$ cat src/rtl/bilinear_pkg.sv
// Shared types and constants for the bilinear quad fetch blocks.
package bilinear_pkg;

  // Pixel width of the image SRAM.
  localparam int PIX_BITS = 8;

  // Default geometry shared by the fetch top and the address generator.
  localparam int DEF_ADDR_BITS  = 19;
  localparam int DEF_COORD_BITS = 10;

  // Fetch sequencer states: four address issues, one trailing capture, output hold.
  typedef enum logic [2:0] {
    IDLE  = 3'd0,
    RD0   = 3'd1,
    RD1   = 3'd2,
    RD2   = 3'd3,
    RD3   = 3'd4,
    DRAIN = 3'd5,
    OUT   = 3'd6
  } fetch_state_t;

endpackage

$ cat src/rtl/bilinear_addr_gen.sv
// Combinational clamp and address generator for a 2x2 pixel neighbourhood.
// Coordinates past the image edge clamp to the last column/row, never wrap.
module bilinear_addr_gen
  import bilinear_pkg::*;
#(
  parameter int ADDR_BITS  = DEF_ADDR_BITS,
  parameter int COORD_BITS = DEF_COORD_BITS,
  parameter int BASE_ADDR  = 0
) (
  input  logic [COORD_BITS-1:0] req_x,
  input  logic [COORD_BITS-1:0] req_y,
  input  logic [COORD_BITS-1:0] img_w,
  input  logic [COORD_BITS-1:0] img_h,
  output logic [ADDR_BITS-1:0]  addr00,
  output logic [ADDR_BITS-1:0]  addr01,
  output logic [ADDR_BITS-1:0]  addr10,
  output logic [ADDR_BITS-1:0]  addr11
);

  // Row base is formed at full product width before truncation to the SRAM address.
  localparam int PROD_BITS = 2 * COORD_BITS;
  localparam int FULL_BITS = ((ADDR_BITS > PROD_BITS) ? ADDR_BITS : PROD_BITS) + 1;

  logic [COORD_BITS-1:0] x_max;
  logic [COORD_BITS-1:0] y_max;
  logic [COORD_BITS-1:0] cx0;
  logic [COORD_BITS-1:0] cx1;
  logic [COORD_BITS-1:0] cy0;
  logic [COORD_BITS-1:0] cy1;
  logic [ADDR_BITS-1:0]  row0;
  logic [ADDR_BITS-1:0]  row1;

  // Clamp both coordinates and their +1 neighbours, then build the four addresses.
  always_comb begin
    x_max = img_w - COORD_BITS'(1);
    y_max = img_h - COORD_BITS'(1);
    cx0   = (req_x > x_max) ? x_max : req_x;
    cy0   = (req_y > y_max) ? y_max : req_y;
    cx1   = (cx0 < x_max) ? (cx0 + COORD_BITS'(1)) : x_max;
    cy1   = (cy0 < y_max) ? (cy0 + COORD_BITS'(1)) : y_max;
    row0  = ADDR_BITS'(FULL_BITS'(BASE_ADDR) + FULL_BITS'(cy0) * FULL_BITS'(img_w));
    row1  = ADDR_BITS'(FULL_BITS'(BASE_ADDR) + FULL_BITS'(cy1) * FULL_BITS'(img_w));
    addr00 = row0 + ADDR_BITS'(cx0);
    addr01 = row0 + ADDR_BITS'(cx1);
    addr10 = row1 + ADDR_BITS'(cx0);
    addr11 = row1 + ADDR_BITS'(cx1);
  end

endmodule

$ cat src/rtl/bilinear_quad_fetch.sv
// Fetches a clamped 2x2 pixel quad from a 1-cycle-latency image SRAM with four
// sequential reads and hands it, with its sideband tag, to the interpolator.
module bilinear_quad_fetch
  import bilinear_pkg::*;
#(
  parameter int ADDR_BITS  = DEF_ADDR_BITS,
  parameter int COORD_BITS = DEF_COORD_BITS,
  parameter int TAG_BITS   = 16,
  parameter int BASE_ADDR  = 0
) (
  input  logic                  clk,
  input  logic                  rst_n,
  input  logic [COORD_BITS-1:0] img_w,
  input  logic [COORD_BITS-1:0] img_h,
  input  logic                  req_valid,
  output logic                  req_ready,
  input  logic [COORD_BITS-1:0] req_x,
  input  logic [COORD_BITS-1:0] req_y,
  input  logic [TAG_BITS-1:0]   req_tag,
  output logic                  mem_we,
  output logic [ADDR_BITS-1:0]  mem_addr,
  input  logic [PIX_BITS-1:0]   mem_rdata,
  output logic                  out_valid,
  input  logic                  out_ready,
  output logic [PIX_BITS-1:0]   p00,
  output logic [PIX_BITS-1:0]   p01,
  output logic [PIX_BITS-1:0]   p10,
  output logic [PIX_BITS-1:0]   p11,
  output logic [TAG_BITS-1:0]   out_tag
);

  fetch_state_t state;
  fetch_state_t next_state;

  logic [ADDR_BITS-1:0] gen_a00;
  logic [ADDR_BITS-1:0] gen_a01;
  logic [ADDR_BITS-1:0] gen_a10;
  logic [ADDR_BITS-1:0] gen_a11;
  logic [ADDR_BITS-1:0] a01_q;
  logic [ADDR_BITS-1:0] a10_q;
  logic [ADDR_BITS-1:0] a11_q;

  bilinear_addr_gen #(
    .ADDR_BITS (ADDR_BITS),
    .COORD_BITS(COORD_BITS),
    .BASE_ADDR (BASE_ADDR)
  ) u_addr_gen (
    .req_x (req_x),
    .req_y (req_y),
    .img_w (img_w),
    .img_h (img_h),
    .addr00(gen_a00),
    .addr01(gen_a01),
    .addr10(gen_a10),
    .addr11(gen_a11)
  );

  assign req_ready = (state == IDLE);
  assign out_valid = (state == OUT);
  assign mem_we    = 1'b0;

  // State register; reset abandons any quad in progress.
  always_ff @(posedge clk or negedge rst_n) begin
    if (!rst_n) begin
      state <= IDLE;
    end else begin
      state <= next_state;
    end
  end

  // Next-state: one cycle per read slot, then hold in OUT until the consumer takes the quad.
  always_comb begin
    next_state = state;
    case (state)
      IDLE:    if (req_valid) next_state = RD0;
      RD0:     next_state = RD1;
      RD1:     next_state = RD2;
      RD2:     next_state = RD3;
      RD3:     next_state = DRAIN;
      DRAIN:   next_state = OUT;
      OUT:     if (out_ready) next_state = IDLE;
      default: next_state = IDLE;
    endcase
  end

  // Address issue and pixel capture; each pixel is taken one slot after its address.
  always_ff @(posedge clk or negedge rst_n) begin
    if (!rst_n) begin
      mem_addr <= '0;
      a01_q    <= '0;
      a10_q    <= '0;
      a11_q    <= '0;
      p00      <= '0;
      p01      <= '0;
      p10      <= '0;
      p11      <= '0;
      out_tag  <= '0;
    end else begin
      case (state)
        IDLE: begin
          if (req_valid) begin
            mem_addr <= gen_a00;
            a01_q    <= gen_a01;
            a10_q    <= gen_a10;
            a11_q    <= gen_a11;
            out_tag  <= req_tag;
          end
        end
        RD0: begin
          mem_addr <= a01_q;
        end
        RD1: begin
          p00      <= mem_rdata;
          mem_addr <= a10_q;
        end
        RD2: begin
          p01      <= mem_rdata;
          mem_addr <= a11_q;
        end
        RD3: begin
          p10 <= mem_rdata;
        end
        DRAIN: begin
          p11 <= mem_rdata;
        end
        default: begin
        end
      endcase
    end
  end

endmodule
$ cat config.mk
export PLATFORM = sky130hd
export DESIGN_NAME = bilinear_quad_fetch
export DESIGN_NICKNAME = d
export VERILOG_FILES = /design/src/rtl/bilinear_pkg.sv /design/src/rtl/bilinear_addr_gen.sv /design/src/rtl/bilinear_quad_fetch.sv
export SDC_FILE = /design/constraint.sdc
export NUM_CORES = 1
export LEC_CHECK = 0
export CAP_MARGIN = 10
export CELL_PAD_IN_SITES_DETAIL_PLACEMENT = 0
export CELL_PAD_IN_SITES_GLOBAL_PLACEMENT = 1
export CORE_UTILIZATION = 42
export CTS_CLUSTER_SIZE = 24
export DETAILED_ROUTE_END_ITERATION = 12
export HOLD_SLACK_MARGIN = 0.06
export PLACE_DENSITY_LB_ADDON = 0.1
export SLEW_MARGIN = 0
export SYNTH_ARGS = -nofsm -noshare
export SYNTH_HDL_FRONTEND = slang
export SYNTH_SLANG_ARGS = --single-unit
$ cat constraint.sdc
create_clock -name clk -period 2.1 [get_ports clk]
set_input_delay 0.21 -clock clk [delete_from_list [all_inputs] [get_ports clk]]
set_output_delay 0.21 -clock clk [all_outputs]
set_load 0.01 [all_outputs]
Word-level counts from Yosys, hierarchy flattened
Index checks and enable logic that the tools add are counted.
- input port bits: 68
- bits in registers: 127
- output and inout port bits: 70
- order comparisons: 4
- multipliers: 2
- multiplexer cells: 9
- eq/ne operators: 8
- $add $sub $neg: 8
- reduce and logical (&&, ||, !) cells: 5
- operators by type and width (operator ; count):
    19-bit by 10-bit adder with 19-bit output ; 4
    19-bit case mux with 4 select lines ; 1
    10-bit 2-to-1 mux ; 4
    10-bit by 10-bit multiplier with 19-bit output ; 2
    3-bit case mux with 7 select lines ; 1
    10-bit by 1-bit adder with 10-bit output, second input constant ; 2
    10-bit greater-than comparator ; 2
    10-bit < comparator ; 2
    10-bit by 1-bit subtractor with 10-bit output, second input constant ; 2
    19-bit 2-to-1 mux ; 1
    3-bit == test, second input constant ; 3
    3-bit by 2-bit == test with 1-bit output, second input constant ; 2
    3-bit 2-to-1 mux ; 2
    2-bit AND reduction ; 3
    4-bit nonzero test ; 1
    3-bit by 1-bit == test with 1-bit output, second input constant ; 1
    3-bit logical NOT ; 1
    2-bit by 1-bit inequality test with 1-bit output, second input constant ; 1
    2-bit inequality test, second input constant ; 1

Longest topological paths before layout
Gate-level depths: netlist of the first run.
- word-level depth: 7
- gate-level depth with buffers: 52
- mapped depth without buffers: 47

By module
From an unflattened synthesis of the first run, not the netlist that was laid out.
- cell total of the unflattened synthesis: 1761
- area total of the unflattened synthesis: 16270.6 um^2
- modules (own cells, without submodules) (module ; sequential area each (um^2) ; instances ; cells an instance ; area each (um^2)):
    bilinear_addr_gen ; 0.0 ; 1 ; 1368 ; 10914.2
    bilinear_quad_fetch ; 3178.0 ; 1 ; 393 ; 5356.4

Worst setup path before layout of the first run
OpenSTA, ideal clock, no wires.
- kind: input port to flip-flop
- start point: input img_h[0]
- end point: register a10_q[18]
- library setup time: 0.071 ns
- slack: -9.007 ns
- cell stages on the path: 48
- buffers on the path: 5
- arrival time: 11.036 ns
- cells stage by stage: clkbuf_1 -> inv_1 -> ha_1 -> or4b_4 -> nor2_1 -> xnor2_1 -> ha_1 -> a2111oi_0 -> a211oi_1 -> maj3_2 -> maj3_2 -> o21ai_2 -> buf_6 -> buf_2 -> nand2_1 -> o21ai_0 -> clkbuf_1 -> ha_1 -> [... 12 more ...] -> inv_1 -> fa_1 -> ha_1 -> fa_1 -> inv_1 -> fa_1 -> inv_1 -> ha_1 -> o21a_1 -> o2111a_1 -> a221o_1 -> a221o_1 -> a21o_1 -> a21oi_1 -> xnor2_1 -> nand3_1 -> or4_1 -> nand4_1
- cells in the longest elaborated chain, start to end: 7
- ends and longest elaborated chain (item ; RTL line ; source):
    start: declaration ; bilinear_quad_fetch.sv:14 ; input logic [COORD_BITS-1:0] img_h,
    10-bit by 1-bit subtractor with 10-bit output (*) ; bilinear_addr_gen.sv:36 ; y_max = img_h - COORD_BITS'(1);
    10-bit greater-than comparator ; bilinear_addr_gen.sv:38 ; cy0 = (req_y > y_max) ? y_max : req_y;
    10-bit 2-to-1 mux ; bilinear_addr_gen.sv:38 ;
    10-bit by 1-bit adder with 10-bit output / 10-bit < comparator (equally long branches) ; bilinear_addr_gen.sv:40 ; cy1 = (cy0 < y_max) ? (cy0 + COORD_BITS'(1)) : y_max;
    10-bit 2-to-1 mux (*) ; bilinear_addr_gen.sv:40 ;
    10-bit by 10-bit multiplier with 19-bit output (*) ; bilinear_addr_gen.sv:42 ; row1 = ADDR_BITS'(FULL_BITS'(BASE_ADDR) + FULL_BITS'(cy1) * FULL_BITS'(img_w));
    19-bit by 10-bit adder with 19-bit output (*) ; bilinear_addr_gen.sv:45 ; addr10 = row1 + ADDR_BITS'(cx0);
    end signal: assignment ; bilinear_quad_fetch.sv:104 ; a10_q <= gen_a10;
    end: declaration ; bilinear_quad_fetch.sv:40 ; logic [ADDR_BITS-1:0] a10_q;
Mark *: on every way between the ends. The rest lies on a longest branch, timed or not.
A chain may end at the register's enable or synchronous reset.

Final worst setup path of the first run
- start point: input img_h[1]
- end point: register a11_q[18]
- cells in the longest elaborated chain, start to end: 7
- ends and longest elaborated chain (item ; RTL line ; source):
    10-bit by 1-bit subtractor with 10-bit output (*) ; bilinear_addr_gen.sv:36 ;
    10-bit greater-than comparator ; bilinear_addr_gen.sv:38 ;
    10-bit 2-to-1 mux ; bilinear_addr_gen.sv:38 ;
    10-bit by 1-bit adder with 10-bit output / 10-bit < comparator (equally long branches) ; bilinear_addr_gen.sv:40 ;
    10-bit 2-to-1 mux (*) ; bilinear_addr_gen.sv:40 ;
    10-bit by 10-bit multiplier with 19-bit output (*) ; bilinear_addr_gen.sv:42 ;
    19-bit by 10-bit adder with 19-bit output (*) ; bilinear_addr_gen.sv:46 ; addr11 = row1 + ADDR_BITS'(cx1);
    end signal: assignment ; bilinear_quad_fetch.sv:105 ; a11_q <= gen_a11;
    end: declaration ; bilinear_quad_fetch.sv:41 ; logic [ADDR_BITS-1:0] a11_q;
Marks and branches as above.

==> reports/metrics.csv, run 1 <==
metric,value,unit
status,"finished, violations left",
failing checks,setup timing,
Final GP Congestion,0.889,
syn avg cell area,8.67,sq um
IO buf count,136,
H-tree depth,4,
Via density,5.18,
first-pass GRT wire length,81.3,mm
simple-gate share of the synthesized area,18.4,%
max_slew headroom,61.2,%
Final #Nets,2751,
clock buffer depth,2,
critical path class,primary input to flop,
Post-Synthesis Cells,1831,
antenna cells,0,
layout cells sized above 1,40.0,%
terminus of the critical flop-to-flop path,mem_addr[17],
clock slew at reported path FFs,0.06,ns
largest family of logic cells by synthesized area,adder cells,
CP endpoint,a11_q[18],
row count,70,
DR pass1 iterations,7,
worst-skew pair later-pin latency,0.42,ns
Placed Area,20700,sq um
Final Non-Filler Cells,2894,
Syn Nets,2205,
Yosys reg bits,127,
final hold vios,0,
fin crit share,468,%
post-synthesis xor/xnor area fraction,6.72,%
top_reg_cell synth,dfrtp_1,
vias after detailed routing,14978,
initial antenna violation count,0,
WP depth,47,
Die X,196,um
largest net degree at the start of global routing,132,
Worst-Margin Slew,0.582,ns
number of buffers created by CTS,17,
critical path's most frequent cell,buf_6,
class of the worst hold path,primary input to flop,
Slew Limit Fails,0,
arrival time worst endpoint,10.19,ns
"slowest stage cell, crit path",fa_1,
grt total ovfl,0,
post-synth top area share,20.0,%
Tmin final,9.83,ns
fin util,68.0,%
Routed Antenna Nets,0,
final worst setup slack,-7.73,ns
crit start category,primary input,
Synth area leaders,"dfrtp_1, fa_1, ha_1, nand2_1, inv_1",
CP Launch Point,img_h[1],
Initial Util,43.1,%
sequential share of the synthesized area,20.0,%
worst reg-to-reg path cell count,10,
"area leader, netlist",dfrtp_1,
total of max-cap violations,0,
# clock sinks,127,
Starting DRT DRC Count,686,
wire length per cell,18.0,um
Fmax,0.102,GHz
# IOs,138,
Post-Syn Area,15900,sq um
Post-synth ARST share,100,%
hold_ws,0.326,ns
WL final,52.2,mm
DRC,0,
Tot GR Track Use,26.6,%
CP max FO,6,
Finish-stage setup viols,76,
CP max stage delay,0.53,ns
Crit. End Element,flop,
Synth Area in Compound Gates,12.9,%
"delay-heaviest family, CP",adder cells,
Worst Path Buf+Inv,13,
die height,196,um
vias in the first global route,15425,
most frequent cells in the layout,"buf_4, nand2_1, inv_1",
RSZ-0062 raised after global routing,yes,
Layout Area Growth over Synthesis,57.9,%
HP Start,req_tag[6],
Worst R2R Start,state[0],
Max Clock Skew,0.00755,ns
multiplexer area fraction after synthesis,5.36,%
number of flops mapped to enable cells by yosys,0,
Synth Area in Adders,30.2,%
Worst R2R Setup Slack,0.05,ns
Std-Cell Core Area,36900,sq um
Finished Cell Area,25100,sq um
die area,38600,sq um
HPWL after DPL,38.9,mm
CTS tree,built,
Root Buffer,clkbuf_16,
post-synth cell types,79,
"commonest non-fill, non-tap cell in the layout",buf_4,
Inst Count DP,2760,
YS warnings,0,
Critical Path RT,2.46,ns
==> what timing repair did <==
action,CTS,global route
buffers inserted,75,41
hold buffers,1,0
cloned,1,1
endpoints found under the hold margin,127,0
setup endpoints to repair,77,77
resized for setup,357,292
pin swaps,155,137
==> layout make-up <==
class                   instances  area (sq um)
clock buffers                  21           470
clock inverters                11           106
fillers                      2868         11800
inverters                     189           738
multi-input cells            1438         14600
flip-flops and latches        127          3180
well taps                     504           631
repair buffers                604          5380
==> worst register-to-register path: stages, from the launching register on <==
cell,delay (ns)
dfrtp_1,0.36
buf_6,0.25
inv_1,0.09
nand2_1,0.09
buf_4,0.27
nor2_1,0.07
a21oi_1,0.25
nor2_1,0.07
nor2_1,0.19
a21oi_1,0.07
a211oi_1,0.24
==> layer usage <==
metal / up-vias / global-route usage (%) / share of wire [%]
li1: 7225 / - / -
met1: 7352 / 34.7 / 44
met2: 316 / 47.5 / 50
met3: 85 / 1.81 / 3.1
met4: 0 / 7.49 / 2.9
met5: - / 0 / 0
==> Yosys cell counts (all sizes together) (37+ instances only) <==
library cell  instances
nand2               269
inv                 188
ha                  180
dfrtp               127
fa                  126
o21ai               120
and2                 99
nor2                 78
a21oi                68
clkbuf               68
xnor2                67
xor2                 46
mux2                 40
mux2i                37
==> worst min path at each step <==
stage                        end  slack (ns)  cells after the start
floorplan               a01_q[0]       -0.09                      0
global placement    mem_addr[11]        0.25                      2
detailed placement        p00[1]        0.25                      2
CTS                   out_tag[6]        0.31                      3
global route          out_tag[6]        0.33                      3
finish                out_tag[6]        0.33                      3
==> sequential cells by signal, summed over array words and instances (netlist names) <==
register and count:
p00 8, out_tag 16, a11_q 19, a10_q 19, p10 8, mem_addr 19
state 3, a01_q 19, p01 8, p11 8
==> cell families after synthesis <==
group                    count (synthesis)
AO/OA/AOI/OAI                          330
AND/OR/NAND/NOR                        605
adder cells (fa/ha/maj)                308
XOR/XNOR                               116
multiplexers                            78
other                                    1
buffers and inverters                  266
flip-flops                             127
==> stage by stage <==
step	setup WS (ns)	TNS [ns]
CTS	-7.62	-432.35
global route	-8.07	-467.75
detailed placement	-8.53	-503.23
finish	-7.73	-448.60
global placement	-8.29	-492.36
floorplan	-8.01	-443.90
Power of run 1 is not shown: default switching activity piles up to over one toggle a cycle in this logic, so the estimate is an artifact.
==> run 2, diff against run 1 <==
Settings changed: PLACE_DENSITY set to 0.87, PLACE_DENSITY_LB_ADDON 0.1 to not set.
==> reports/metrics.csv, run 2 (synthesis gave the netlist of run 1 again) <==
metric,value,unit,change
Slew Limit Fails,0,,unchanged
number of buffers created by CTS,17,,unchanged
RSZ-0062 raised after global routing,yes,,
largest net degree at the start of global routing,129,,-2.3%
Root Buffer,clkbuf_16,,
Routed Antenna Nets,0,,unchanged
antenna cells,0,,unchanged
terminus of the critical flop-to-flop path,a10_q[18],,
fin crit share,462,%,-6.3 points
Initial Util,43.1,%,unchanged
Layout Area Growth over Synthesis,51.6,%,
Final GP Congestion,0.987,,+11%
Critical Path RT,2.46,ns,about the same
Worst R2R Setup Slack,0.18,ns,+0.13 ns
wire length per cell,18.0,um,-0.50%
Fmax,0.103,GHz,+1.4%
most frequent cells in the layout,"buf_4, nand2_1, inv_1",,
filler cell count,2791,,-2.7%
status,"finished, violations left",,
Tot GR Track Use,25.6,%,-1.1 points
Starting DRT DRC Count,957,,+40%
row count,70,,unchanged
failing checks,setup timing,,
Tmin final,9.70,ns,-0.131 ns
worst reg-to-reg path cell count,6,,-4
Crit. End Element,flop,,
IO buf count,136,,unchanged
CP max stage delay,0.58,ns,+0.05 ns
crit start category,primary input,,
layout cells sized above 1,36.3,%,-3.7 points
initial antenna violation count,0,,unchanged
DR pass1 iterations,6,,-1
vias after detailed routing,15365,,+2.6%
area of the multi-input gates,13900,sq um,-4.8%
DRC,0,,unchanged
CTS tree,built,,
Final #Nets,2731,,-0.73%
critical path's most frequent cell,fa_1,,
max_slew headroom,63.2,%,+2.1 points
Via density,5.35,,+3.3%
Finish-stage setup viols,76,,unchanged
# IOs,138,,unchanged
clock buffer depth,2,,unchanged
arrival time worst endpoint,10.06,ns,-0.13 ns
Max Clock Skew,0.00465,ns,-0.00289 ns
vias in the first global route,15335,,-0.58%
HPWL after DPL,37.4,mm,-4.0%
Inst Count DP,2769,,+0.33%
final hold vios,0,,unchanged
Placed Area,20800,sq um,+0.27%
Worst-Margin Slew,0.546,ns,-0.0367 ns
"commonest non-fill, non-tap cell in the layout",buf_4,,
# clock sinks,127,,unchanged
Finished Cell Area,24100,sq um,-4.0%
Std-Cell Core Area,36900,sq um,unchanged
"slowest stage cell, crit path",or4_1,,
first-pass GRT wire length,79.2,mm,-2.7%
FF/Latch Area,3180,sq um,about the same
grt total ovfl,0,,unchanged
Die X,196,um,unchanged
CP max FO,6,,unchanged
Worst R2R Start,state[0],,
H-tree depth,4,,unchanged
die height,196,um,unchanged
final worst setup slack,-7.60,ns,+0.131 ns
class of the worst hold path,primary input to async pin,,
WL final,51.6,mm,-1.2%
die area,38600,sq um,unchanged
Final Non-Filler Cells,2874,,-0.69%
critical path class,primary input to flop,,
worst-skew pair later-pin latency,0.42,ns,about the same
clock slew at reported path FFs,0.06,ns,about the same
total of max-cap violations,0,,unchanged
[run 2: changes by cell type in the layout (fill, tap and decap cells not counted), sizes merged, moves of 2 or more]
cell | previous run | this run
buf | 470 | 453
clkbuf | 25 | 20
inv | 190 | 194
bufinv | 1 | 4
clkinv | 6 | 4
clkinvlp | 3 | 1
[run 2: what timing repair did]
item,4_1_cts,5_1_grt
setup buffers,37,41
endpoints found under the hold margin,32,0
hold buffers,1,0
gates resized for setup,251,224
pin swaps,108,113
setup endpoints to repair,77,77
gates cloned,2,1
[run 2: worst max-delay path by stage]
| stage | slack [ns] | end | from | depth (start not counted) |
|---|---|---|---|---|
| finish | -7.60 | a11_q[18] | img_h[5] | 39 |
| global route | -7.97 | a11_q[18] | img_h[0] | 45 |
| CTS | -7.49 | a11_q[18] | img_h[0] | 43 |
| detailed placement | -8.55 | a11_q[18] | img_h[0] | 46 |
| global placement | -8.30 | a10_q[18] | img_h[0] | 46 |
| floorplan | -8.01 | a10_q[18] | img_h[0] | 48 |
[run 2: layer usage]
layer / global-route usage [%] / up-vias / wire [um]
met4: 6.68 / 0 / 1570
met3: 3.44 / 122 / 2980
met1: 33.4 / 7524 / 21700
li1: - / 7173 / -
met2: 44.3 / 546 / 25400
met5: 0 / - / 0
[run 2: cell type report]
type	instances	area share, %
clock inverter	14	0.842
multi-input combinational	1438	57.6
inverter	189	3.03
clock buffer	18	1.78
tap	504	2.62
sequential	127	13.2
timing repair buffer	584	20.9
[run 2: stage by stage]
| stage | TNS, ns | util [%] | setup slack [ns] | hold slack (ns) |
|---|---|---|---|---|
| after floorplan | -443.90 | - | -8.01 | -0.0856 |
| after global placement | -490.53 | 56.4 | -8.30 | 0.211 |
| after detailed placement | -502.81 | 56.4 | -8.55 | 0.204 |
| after CTS | -421.30 | 62.2 | -7.49 | 0.307 |
| after global routing | -449.21 | 65.3 | -7.97 | 0.323 |
| final | -427.99 | 65.3 | -7.60 | 0.291 |
[run 2: worst max-delay path: cells and delay by family]
family / cells / cell delay (ns)
simple gates: 12 / 3.26
xor+xnor: 2 / 0.40
buf+inv: 7 / 1.13
fa+ha+maj: 7 / 3.03
compound gates: 10 / 1.68
mux: 1 / 0.33
Power of run 2 is left out for the same reason.
==> patch 1: new RTL, flow settings as in run 2 <==
Set the package constant `PIX_BITS` to 7 (it was 8).
--- a/src/rtl/bilinear_pkg.sv
+++ b/src/rtl/bilinear_pkg.sv
@@ -4,3 +4,3 @@
   // Pixel width of the image SRAM.
-  localparam int PIX_BITS = 8;
+  localparam int PIX_BITS = 7;
 
Interface: changed (5 resized); port bits go from 138 to 133. The function was not compared with the original's and may differ.
==> patch 1 against run 2 <==
The run still ends with setup timing left; global-route usage shrank 0.077 points; sequential share of layout area shrank 0.96 points; count of clock-buffer cells in the layout shrank 1; routed wire length grew 4.8%; synthesized area grew 2.1%; sequential cell count shrank 4; register-to-register slack gained 0.06 ns; critical path depth grew 9; cell count grew 3.0%; setup slack gained 0.25 ns; die area grew 2.0%; final area grew 4.5%; maximum frequency grew 2.6%; critical endpoint is now a10_q[15].
Power is not shown: default switching activity piles up to over one toggle a cycle in this logic, so the estimate is an artifact.
==> patch 1: results (changes against run 2) <==
| Metric | Value |
|---|---|
| Clk_skew | `0.00817 ns (was 0.00465 ns)` |
| Post-synthesis mux area share | `4.77% (was 5.36%)` |
| CP max stage delay | `0.49 ns (was 0.58 ns)` |
| Placed Cells | `2,857 (was 2,769)` |
| Mapped Cells | `1,896 (was 1,831)` |
| Relative slew margins | `39.3% (was 63.2%)` |
| Adder-cell share of the synthesized area | `29.5% (was 30.2%)` |
| Failing checks | `setup timing (unchanged)` |
| Total track usage | `25.5% (was 25.6%)` |
| Vias in the first global route | `16,500 (was 15,300)` |
| Non-filler cells, final | `2,959 (was 2,874)` |
| Sequential share of the synthesized area | `19.0% (was 20.0%)` |
| First-pass GRT wire length | `80,900 um (was 79,200 um)` |
| Total Wirelength | `54,100 um (was 51,600 um)` |
| Port bufs | `131 (was 136)` |
| Critical path startpoint | `img_h[0] (was img_h[5])` |
| Setup ws final | `-7.35 ns (was -7.60 ns)` |
| Total Neg Setup Slack | `-423.58 ns (was -427.99 ns)` |
| Reg2reg start | `state[2] (was state[0])` |
| Largest cells by area after synthesis | `dfrtp_1, fa_1, ha_1 (unchanged)` |
| Worst EP arrival | `9.75 ns (was 10.06 ns)` |
| Worst R2R Path Depth | `7 (was 6)` |
| NonClk Buf Share | `20.4% (was 20.9%)` |
| Non-clk bufs | `600 (was 584)` |
| Placer Congestion | `0.897 (was 0.987)` |
| Slowest CP cell | `fa_1 (was or4_1)` |
| Largest net degree at the start of global routing | `64 (was 129)` |
| Storage cell area | `3080 sq um (was 3180 sq um)` |
| Clock-cell share | `2.49% (was 2.62%)` |
| Share of cells above drive strength 1 | `37.7% (was 36.3%)` |
| Post-synth cell types | `86 (was 79)` |
| Top post-synthesis cells by count | `nand2_1, inv_1, ha_1 (unchanged)` |
| Initial drt markers | `902 (was 957)` |
| Layout fillers | `2,802 (was 2,791)` |
| R2R setup slack | `0.24 ns (was 0.18 ns)` |
| Final setup fails | `76 (unchanged)` |
| #FFs+latches synth | `123 (was 127)` |
| CP endpoint | `a10_q[15] (was a11_q[18])` |
| GR Util met2 | `47.4% (was 44.3%)` |
| Compound-gate portion of the synthesized area | `14.5% (was 12.9%)` |
| GR Layer Usage met3 | `2.05% (was 3.44%)` |
| Via count of the routed design | `16,100 (was 15,400)` |
| Status | `finished with violations (unchanged)` |
| Clkbuf count | `17 (was 18)` |
| Delay-heaviest family, CP | `adder cells (was simple AND/OR/NAND/NOR gates)` |
| Post-DP HPWL | `38,300 um (was 37,400 um)` |
| Total Nets Final | `2,808 (was 2,731)` |
| Met1 Use GR | `30.8% (was 33.4%)` |
-- patch 1: cell count changes after synthesis, sizes merged, moves of 6 or more --
cell	run 2	this run
a21boi	13	5
inv	188	196
mux2	40	34
nand3	17	28
nor2	78	87
nor3	27	44
o211ai	5	16
o21ai	120	107
o311ai	0	7
xnor2	67	75
-- patch 1: metrics by stage --
| stage | setup WS (ns) | hold WS [ns] | area, sq um |
|---|---|---|---|
| final | -7.35 | 0.253 | 25100 |
| after floorplan | -7.71 | -0.0856 | 17300 |
| after detailed placement | -8.53 | 0.131 | 21900 |
| after CTS | -7.13 | 0.232 | 23800 |
| after global placement | -8.21 | 0.127 | 21900 |
| after global routing | -7.78 | 0.297 | 25100 |
-- patch 1: routing by layer --
| layer | wire [um] | vias up |
|---|---|---|
| li1 | - | 7505 |
| met1 | 21800 | 7957 |
| met2 | 27900 | 501 |
| met3 | 2140 | 160 |
| met4 | 2150 | 0 |
| met5 | 0 | - |
==> patch 2: new RTL, settings of run 2 <==
Without the edit above. Make the reset (`rst_n`) synchronous in 2 clocked blocks.
--- a/src/rtl/bilinear_quad_fetch.sv
+++ b/src/rtl/bilinear_quad_fetch.sv
@@ -62,3 +62,3 @@
   // State register; reset abandons any quad in progress.
-  always_ff @(posedge clk or negedge rst_n) begin
+  always_ff @(posedge clk) begin
     if (!rst_n) begin
@@ -86,3 +86,3 @@
   // Address issue and pixel capture; each pixel is taken one slot after its address.
-  always_ff @(posedge clk or negedge rst_n) begin
+  always_ff @(posedge clk) begin
     if (!rst_n) begin
Behaviour: not the same (Yosys sat finds a counterexample within 4 cycles, from zero or initial values and one cycle with rst_n low; the reset may be asserted at any time).
==> patch 2 against run 2 <==
The run still ends with setup timing left; sequential cell count unchanged; die area down 1.6%; synthesized area down 1.6%; critical path depth up 6; final area down 2.6%; setup slack better by 0.57 ns; core utilization down 1.3 points; routed wire length down 2.8%; largest cell class unchanged.
Power is not shown: default switching activity piles up to over one toggle a cycle in this logic, so the estimate is an artifact.
==> patch 2: results (changes against run 2) <==
| Metric | Value |
|---|---|
| Reg clk slew, reported paths | `0.06 ns (about the same)` |
| H-Tree Depth | `4 (unchanged)` |
| Largest net degree at the start of global routing | `55 (was 129)` |
| R2R setup slack | `0.29 ns (was 0.18 ns)` |
| Share of cells above drive strength 1 | `32.6% (was 36.3%)` |
| Clk_lat worst skew | `0.42 ns (about the same)` |
| Hold Startpoint | `req_tag[10]` |
| Worst EP arrival | `9.43 ns (was 10.06 ns)` |
| Longest Clk Path Bufs | `2 (unchanged)` |
| Slowest CP cell | `fa_1 (was or4_1)` |
| Total Nets Final | `2,825 (was 2,731)` |
| Via-to-Cell Ratio | `5.34 (was 5.35)` |
| Post-synth cell types | `80 (was 79)` |
| Worst-path maximum fanout | `6 (unchanged)` |
| Total CTS buffers | `17 (unchanged)` |
| Post-synth ARST share | `0% (was 100%)` |
| Antenna violations before repair | `0 (unchanged)` |
| Reg2reg start | `state[0] (unchanged)` |
| CP max stage delay | `0.49 ns (was 0.58 ns)` |
| Initial drt markers | `770 (was 957)` |
| Worst hold path class | `in -> reg (was in -> async)` |
| Antenna fix cells | `0 (unchanged)` |
| Clk_skew | `0.0107 ns (was 0.00465 ns)` |
| Total Wirelength | `50,200 um (was 51,600 um)` |
| Status | `finished with violations (unchanged)` |
| Total Neg Setup Slack | `-399.18 ns (was -427.99 ns)` |
| Post-DP HPWL | `37,800 um (was 37,400 um)` |
| Top FF cell, synth | `dfxtp_1 (was dfrtp_1)` |
| Final setup fails | `76 (unchanged)` |
| First-pass GRT wire length | `80,800 um (was 79,200 um)` |
| Yosys warning total | `0 (unchanged)` |
| Drt pass-1 iters | `5 (was 6)` |
| Net Count, Synth | `2,351 (was 2,205)` |
| Vias in the first global route | `16,300 (was 15,300)` |
| Placer Congestion | `0.889 (was 0.987)` |
| Top post-synthesis cells by count | `nand2_1, inv_1, a21oi_1, ha_1, dfxtp_1 (was nand2_1, inv_1, ha_1)` |
| Root Driver | `clkbuf_16 (unchanged)` |
| Failing checks | `setup timing (unchanged)` |
| Relative slew margins | `57.4% (was 63.2%)` |
| Sequential share of the synthesized area | `16.3% (was 20.0%)` |
| Port bufs | `136 (unchanged)` |
| Largest cells by area after synthesis | `dfxtp_1, fa_1, ha_1 (was dfrtp_1, fa_1, ha_1)` |
| Critical path startpoint | `img_h[2] (was img_h[5])` |
| Setup ws final | `-7.03 ns (was -7.60 ns)` |
| Total track usage | `26.0% (was 25.6%)` |
patch 2: cell count changes after synthesis, moves of 19 or more:
cell	delta
dfrtp_1	-127
dfxtp_1	+127
a21oi_1	+113
nor2_1	+41
mux2_2	-26
nand2_1	+23
inv_1	+19
nand3_1	+19
patch 2: cell type report:
cell class                 count  area [sq um]
multi-input combinational   1549         14200
fill                        2957         13200
clock buffer                  21           450
timing repair buffer         548          4730
inverter                     208           790
clock inverter                11           140
tap                          468           586
sequential                   127          2540
patch 2: final timing paths:
kind              depth (start not counted)          end
hold / removal                            3  out_tag[10]
setup reg to reg                          5  mem_addr[2]
hold reg to reg                           2       p11[6]
setup / recovery                         45    a11_q[18]
patch 2: through the flow:
stage | std cells | hold WS, ns | util [%] | area (sq um) | setup WS [ns]
final | 2932 | 0.341 | 64.0 | 23400 | -7.03
after global routing | 2932 | 0.350 | 64.0 | 23400 | -7.42
after CTS | 2896 | 0.335 | 61.1 | 22400 | -7.06
after detailed placement | 2835 | 0.444 | 56.1 | 20500 | -7.74
after global placement | 2835 | 0.439 | 56.1 | 20500 | -7.48
after floorplan | 1977 | 0.346 | - | 16400 | -7.25
patch 2: timing repair:
| action | in CTS | in global routing |
|---|---|---|
| cloned | 2 | 0 |
| endpoints found under the hold margin | 0 | 0 |
| endpoints found under the setup margin | 76 | 78 |
| gates resized for setup | 210 | 154 |
| setup buffers | 28 | 37 |
| pin swaps | 114 | 108 |
patch 2: critical path, delay by kind of cell:
| kind | cells | cell delay [ns] |
|---|---|---|
| AND/OR/NAND/NOR | 8 | 1.33 |
| buffers and inverters | 8 | 0.59 |
| XOR/XNOR | 2 | 0.33 |
| AO/OA/AOI/OAI | 19 | 3.96 |
| adder cells (fa/ha/maj) | 8 | 3.00 |
patch 2: metal layers:
layer | GRT usage, % | routed length (um) | up-vias
li1 | - | - | 7546
met2 | 47.4 | 25700 | 366
met4 | 5.72 | 968 | 0
met3 | 2.48 | 1820 | 79
met5 | 0 | 0 | -
met1 | 33.0 | 21700 | 7678
patch 2: logic make-up (layout without fill, tap and decap cells):
logic type / after synthesis / in the layout / synth area share (%)
compound gates: 423 / 423 / 16.4
xor+xnor: 117 / 117 / 6.96
fa+ha+maj: 306 / 306 / 30.5
buf+inv: 302 / 788 / 7.36
flops: 127 / 127 / 16.3
mux: 36 / 36 / 2.49
other cells: 1 / 1 / 0.0240
simple gates: 665 / 666 / 19.9
